===== src/rtl/arb_defs.vh =====
// rtl/arb_defs.vh - shared arbiter FSM state encodings
`ifndef ARB_DEFS_VH
`define ARB_DEFS_VH
localparam logic [1:0] ST_IDLE = 2'd0;
localparam logic [1:0] ST_BUSY = 2'd1;
localparam logic [1:0] ST_GAP  = 2'd2;
`endif


===== src/rtl/prio_arbiter_ctrl_pkg.sv =====
// rtl/prio_arbiter_ctrl_pkg.sv - arbiter state type and grant helper
package prio_arbiter_ctrl_pkg;
  `include "arb_defs.vh"

  typedef enum logic [1:0] {
    S_IDLE = ST_IDLE,
    S_BUSY = ST_BUSY,
    S_GAP  = ST_GAP
  } arb_state_e;

  // Up to 8 requesters; callers keep the low N bits.
  function automatic logic [7:0] onehot8(input logic [2:0] idx);
    return 8'b0000_0001 << idx;
  endfunction
endpackage


===== src/rtl/prio_enc_n.sv =====
// rtl/prio_enc_n.sv - highest-set-bit priority encoder
module prio_enc_n #(
  parameter int N    = 3,
  parameter int ID_W = 2
) (
  input  logic [N-1:0]    req,
  output logic            valid,
  output logic [ID_W-1:0] idx
);
  always_comb begin
    valid = |req;
    idx   = '0;
    for (int i = 0; i < N; i++) begin
      if (req[i]) idx = ID_W'(i);
    end
  end
endmodule


===== src/rtl/prio_arbiter_ctrl.sv =====
// rtl/prio_arbiter_ctrl.sv - transaction-holding priority arbiter
module prio_arbiter_ctrl
  import prio_arbiter_ctrl_pkg::*;
#(
  parameter int N        = 3,
  parameter int ID_W     = 2,
  parameter int RR       = 0,
  parameter int MAX_HOLD = 16
) (
  input  logic            clk,
  input  logic            rst,
  input  logic [N-1:0]    req,
  output logic [N-1:0]    gnt,
  output logic [ID_W-1:0] gnt_id,
  output logic            busy,
  output logic            timeout
);
  localparam int HC_W = $clog2(MAX_HOLD) + 1;
  localparam logic [HC_W-1:0] HC_MAX     = '1;
  localparam logic [HC_W-1:0] HOLD_LIMIT = HC_W'(MAX_HOLD - 1);

  arb_state_e      state;
  logic [HC_W-1:0] hold_cnt;
  logic [ID_W-1:0] last_id;

  logic [N-1:0]    rr_mask;
  logic [N-1:0]    masked_req;
  logic            raw_valid;
  logic            msk_valid;
  logic [ID_W-1:0] raw_idx;
  logic [ID_W-1:0] msk_idx;
  logic [ID_W-1:0] win_id;
  logic [7:0]      win_onehot;
  logic            owner_req;

  // Round-robin looks only below the previous owner first, so rotation runs downward.
  assign rr_mask    = ~({N{1'b1}} << last_id);
  assign masked_req = req & rr_mask;

  prio_enc_n #(.N(N), .ID_W(ID_W)) u_enc_raw (
    .req   (req),
    .valid (raw_valid),
    .idx   (raw_idx)
  );

  prio_enc_n #(.N(N), .ID_W(ID_W)) u_enc_msk (
    .req   (masked_req),
    .valid (msk_valid),
    .idx   (msk_idx)
  );

  assign win_id     = (RR != 0 && msk_valid) ? msk_idx : raw_idx;
  assign win_onehot = onehot8(3'(win_id));
  assign owner_req  = |(req & gnt);

  always_ff @(posedge clk) begin
    if (rst) begin
      state    <= S_IDLE;
      gnt      <= '0;
      gnt_id   <= '0;
      busy     <= 1'b0;
      timeout  <= 1'b0;
      hold_cnt <= '0;
      last_id  <= '0;
    end else begin
      timeout <= 1'b0;
      case (state)
        S_IDLE: begin
          if (raw_valid) begin
            gnt      <= win_onehot[N-1:0];
            gnt_id   <= win_id;
            busy     <= 1'b1;
            hold_cnt <= '0;
            state    <= S_BUSY;
          end
        end
        S_BUSY: begin
          if (!owner_req) begin
            gnt     <= '0;
            busy    <= 1'b0;
            last_id <= gnt_id;
            state   <= S_GAP;
          end else if (MAX_HOLD != 0 && hold_cnt == HOLD_LIMIT) begin
            gnt     <= '0;
            busy    <= 1'b0;
            timeout <= 1'b1;
            last_id <= gnt_id;
            state   <= S_GAP;
          end else if (hold_cnt != HC_MAX) begin
            hold_cnt <= hold_cnt + 1'b1;
          end
        end
        S_GAP:   state <= S_IDLE;
        default: state <= S_IDLE;
      endcase
    end
  end
endmodule


===== config.mk =====
export PLATFORM = sky130hd
export DESIGN_NAME = prio_arbiter_ctrl
export DESIGN_NICKNAME = d
export VERILOG_FILES = /design/src/rtl/prio_arbiter_ctrl_pkg.sv /design/src/rtl/prio_enc_n.sv /design/src/rtl/prio_arbiter_ctrl.sv
export VERILOG_INCLUDE_DIRS = /design/src /design/src/rtl
export SDC_FILE = /design/constraint.sdc
export NUM_CORES = 1
export LEC_CHECK = 0
export CAP_MARGIN = 20
export CORE_MARGIN = 5
export CORE_UTILIZATION = 45
export DETAILED_ROUTE_END_ITERATION = 8
export GPL_TIMING_DRIVEN = 1
export PLACE_DENSITY = 0.78
export SYNTH_ARGS = -nofsm -noshare
export SYNTH_HDL_FRONTEND = slang
export SYNTH_SLANG_ARGS = --single-unit

===== constraint.sdc =====
create_clock -name clk -period 5.52 [get_ports clk]
set_input_delay 1.656 -clock clk [delete_from_list [all_inputs] [get_ports clk]]
set_output_delay 1.656 -clock clk [all_outputs]
set_load 0.005 [all_outputs]

# == Word-level counts from Yosys, hierarchy flattened ==
# Cells that the tools add are included.
# classes
addsub,1
n_eq_ne,8
n_shift,1
mux,20
bitwise,3
reduce_logical,9
# op_table
op,n
two-way mux 5 bit,4
one-hot mux 5 bit (2 select lines),1
two-way mux 3 bit,3
OR reduction 3 bit,3
two-way mux 2 bit,4
"inequality test 2 bit, second input constant",4
one-hot mux 3 bit (2 select lines),1
"adder 5 x 1 -> 5 bit, second input constant",1
"== test 5 x 4 -> 1 bit, second input constant",1
two-way mux 1 bit,5
"inequality test 5 bit, second input constant",1
AND reduction 5 bit,1
one-hot mux 2 bit (2 select lines),1
AND reduction 2 bit,2
AND 3 bit,1
"inequality test 3 bit, second input constant",1
AND reduction 3 bit,1
"<< shifter 1 x 2 -> 3 bit, first input constant",1
"== test 2 x 1 -> 1 bit, second input constant",1
logical NOT 2 bit,1
NOT 1 bit,2
one-hot mux 1 bit (2 select lines),1
nonzero test 2 bit,1
# totals
reg_bits,14
in_bits,5
out_inout_bits,7
wordCells,48

# == Longest topological paths before layout ==
# depth
ltp_word,5
ltp_mapped,6
mapped_depth_nobuf,6

# == Hierarchy ==
# Synthesis repeated with hierarchy kept, for this count alone.
# hier_totals
cells_unflattened,79
hier_area_um2,710.7
# by_module_without_submodules
mod,instances,cells_each,area_per_inst_um2,seq_area_each_um2
prio_arbiter_ctrl,1,76,690.7,280.3
prio_enc_n,1,3,20.0,0.0

# == Least setup slack after synthesis ==
# No wires, ideal clock.
# synth_timing
path_kind,input port to flip-flop
from,input port rst
to,register hold_cnt[3]
setup_time_ns,0.058
arrival_time_ns,2.794
required_ns,5.462
path_slack_ns,2.668
stages,4
n_path_buf,0
path_cell_list,or3b_4 > or4_1 > o31ai_1 > a21o_1
# synth_rtl
item,line,source
start: declaration,prio_arbiter_ctrl.sv:11,"input logic rst,"
end signal: assignment,prio_arbiter_ctrl.sv:90,hold_cnt <= hold_cnt + 1'b1;
end: declaration,prio_arbiter_ctrl.sv:23,logic [HC_W-1:0] hold_cnt;

# == Worst setup path after layout ==
# layout_timing
from,input port req[2]
to,register gnt[2]
# layout_via
elab_chain_cells,4
word_cells_on_any_way,11
classes_between,eq/ne: 2; shift: 1; mux: 4; bitwise: 1; reduce/logical: 3
# layout_rtl
item,line,source
start: declaration,prio_arbiter_ctrl.sv:12,"input logic [N-1:0] req,"
AND 3 bit or two-way mux 2 bit (tied branches),"prio_arbiter_ctrl.sv:54, prio_enc_n.sv:14",
OR reduction 3 bit or << shifter 1 x 2 -> 3 bit (tied branches),"prio_arbiter_ctrl.sv:54, prio_arbiter_ctrl_pkg.sv:13",
inequality test 3 bit (no line) (tied with other cells),--,
AND reduction 3 bit (no line) or one-hot mux 3 bit (2 select lines) (tied branches),--,
end signal: assignment,prio_arbiter_ctrl.sv:70,gnt <= win_onehot[N-1:0];
end: declaration,prio_arbiter_ctrl.sv:13,"output logic [N-1:0] gnt,"
# Parallel ways exist; a longest one is shown, timed or not. The select of a mux whose other input is x is not followed.
# A chain may end at the register's enable or synchronous reset.

==> impl_metrics.toml <==
[run_status]
status = "finished clean"

[logic_synthesis]
syn_nets = 77
synth.top_cell.area_share = 0.427
synthFlopType = "dfxtp_1"
yosysWarningCount = 0
synth_top_area_cell = "dfxtp_1"
yosysMostFrequentCell = "dfxtp_1"
synthesis.area_um2 = 656
synth_edf_count = 0
synthCells = 69
synthTopCellsByCount = "14 x dfxtp_1, 7 x nor2_1"
synth_cell_type_count = 32
async_reset_ff_frac = 0
synth_area_leaders = "dfxtp_1 43%, ha_1 5.7%, nor2_1 4.0%, a22o_1 4.0%, o31ai_1 3.4%"
synth_seq_cells = 14
synth-seq-area-share = 0.427
syn_avg_cell_area_um2 = 9.50

[route]
route.detailed.drc = 0
avgRoutedWirePerCell_um = 13.9
wl_um = 1330
via_per_inst = 5.85
postRouteAntennaNets = 0
num_vias = 562
drt_first_iter_violations = 25
first_pass_iters = 4

[timing]
slew_headroom = 0.482
post-route-period-util = 0.609
clock.fmax_ghz = 0.298
timing.final.ws_setup_ns = 2.16
rsz0062_at_grt = "no"
finalClockSkew_ns = 0.0107
setup-tns-final_ns = 0
setup_viol = 0
maxSlewViolCount = 0
hold_viol = 0
finalCriticalPeriod_ns = 3.36
worstMarginPinSlew_ns = 0.777

[floorplan]
num_rows = 13
die_area_um2 = 2320
coreArea_um2 = 1330
ios = 12
start_util = 0.492
die_h_um = 48.2
fp.dieW_um = 48.2

[worst_setup_path]
timing.rr.start = "hold_cnt[0]$_SDFFE_PP0P_"
cp_max_fo = 7
endpoint_kind = "flip-flop"
path_class = "input pin to flip-flop"
timing.rr.end = "hold_cnt[3]$_SDFFE_PP0P_"
worstPathRequired_ns = 5.70
r2r_slack_ns = 3.56
cp_data_arrival_time_ns = 3.54
rr_worst_depth = 6
start_kind = "input pin"

[cts]
cts_num_sinks = 14
clk_pin_slew_ns = 0.09
clock_path_buffers = 2
htree_levels = 1
post_cts.repair.setup_buffers = 0
post_cts_resized = 0
cts_hold_repair.buffers = 0
cts_tree = "built"
clock_latency_ns = 0.28
cts_buffers = 3
cts-root-buf = "clkbuf_4"

[pwr]
p_leak_nw = 0.324
power.density_nw_per_um2 = 276
finalPower_mw = 0.220
ir_worst_vdd_mv = 0.189

[grt]
antenna_found_initial = 0
grt_use_total = 0.148
grt-ovfl-total = 0
grt_pass1_wl_um = 2300
grt_pass1_vias = 517
grt_max_degree = 12

[job]
cap_violations = 0

[placed_design]
hpwl_um = 973
place_congestion = 0.796
place_area_um2 = 762
dp_slack_ns = 1.92
port_buffers = 11

[min_path]
worstHoldStart = "hold_cnt[4]$_SDFFE_PP0P_"
hold_end = "hold_cnt[4]$_SDFFE_PP0P_"
hold_depth = 1
hold_path_class = "flip-flop to flip-flop"

[final_layout]
drive_gt1_frac = 0.0741
fill_cells = 120
antenna_cells = 0
final_util = 0.598
final_nets = 90
fin_area_um2 = 798
area_growth_pct = 21.8
[power by group]
part | internal (mW) | total, mW | leakage (nW) | switching [mW]
Sequential | 0.107 | 0.114 | 0.114 | 0.00692
Combinational | 0.0177 | 0.0328 | 0.189 | 0.0151
Clock | 0.0401 | 0.0736 | 0.0210 | 0.0335
[cell type report]
cell class / count / area, um^2 / share of cell area
timing repair buffer: 11 / 110 / 0.138
sequential: 14 / 280 / 0.351
tap: 15 / 18.8 / 0.0235
inverter: 3 / 11.3 / 0.0141
multi-input combinational: 49 / 342 / 0.428
clock buffer: 4 / 36.3 / 0.0455
[placed cells by master, fill, tap and decap left out]
cell type	Yosys	layout
a2111oi_0	1	1
a211o_1	1	1
a21o_1	1	1
a21oi_1	3	3
a222oi_1	1	1
a22o_1	3	3
a32o_1	1	1
and3_1	1	1
clkbuf_4	0	3
clkbuf_8	0	1
clkdlybuf4s50_1	0	11
dfxtp_1	14	14
ha_1	3	3
inv_1	3	3
mux2_2	1	1
nand2_1	1	1
nand2b_1	1	1
nand3_1	2	2
nor2_1	7	7
nor2b_1	2	2
nor3_1	2	2
nor3b_1	1	1
nor4_1	3	3
o21a_1	1	1
o21ai_0	3	3
o21bai_1	1	1
o2bb2ai_1	2	2
o311a_1	1	1
o31ai_1	3	3
or2_1	1	1
or3b_4	1	1
or4_1	1	1
[per-layer routing]
metal / vias to the layer above / routed length [um] / track usage
met4: 0 / 12 / 0.0484
met3: 2 / 89 / 0.0812
met5: - / 0 / 0
met2: 15 / 577 / 0.216
met1: 254 / 652 / 0.185
li1: 291 / - / -
[per-stage QoR]
stage                     instances  hold WS, ns
final                            96        0.493
after global routing             96        0.540
after CTS                        96        0.492
after detailed placement         92        0.477
after global placement           92        0.458
after floorplan                  69        0.460
[cell families after synthesis]
family / count (synthesis) / share of synthesized area
compound gates: 22 / 0.254
fa+ha+maj: 3 / 0.0573
buf+inv: 6 / 0.0515
flops: 14 / 0.427
mux: 1 / 0.0172
simple gates: 23 / 0.193
[worst max-delay path: stages]
cell	delay [ns]
clkdlybuf4s50_1	0.51
a222oi_1	0.76
nor2_1	0.16
o2bb2ai_1	0.20
a22o_1	0.26
[worst max-delay path by stage]
stage | endpoint | start | slack, ns
2_1_floorplan | hold_cnt[3]$_SDFFE_PP0P_ | rst | 2.67
5_1_grt | gnt[2]$_SDFFE_PP0P_ | req[2] | 2.05
3_3_place_gp | hold_cnt[3]$_SDFFE_PP0P_ | rst | 1.91
4_1_cts | gnt[2]$_SDFFE_PP0P_ | req[2] | 2.21
3_5_place_dp | gnt[2]$_SDFFE_PP0P_ | req[2] | 1.92
6_report | gnt[2]$_SDFFE_PP0P_ | req[2] | 2.16
[flip-flops by register name (all words and copies together), names as in the netlist]
name / cells
hold_cnt: 5
gnt: 3
gnt_id: 2
state: 2
busy: 1
timeout: 1
No activity file was read; power rests on OpenSTA's default activity.
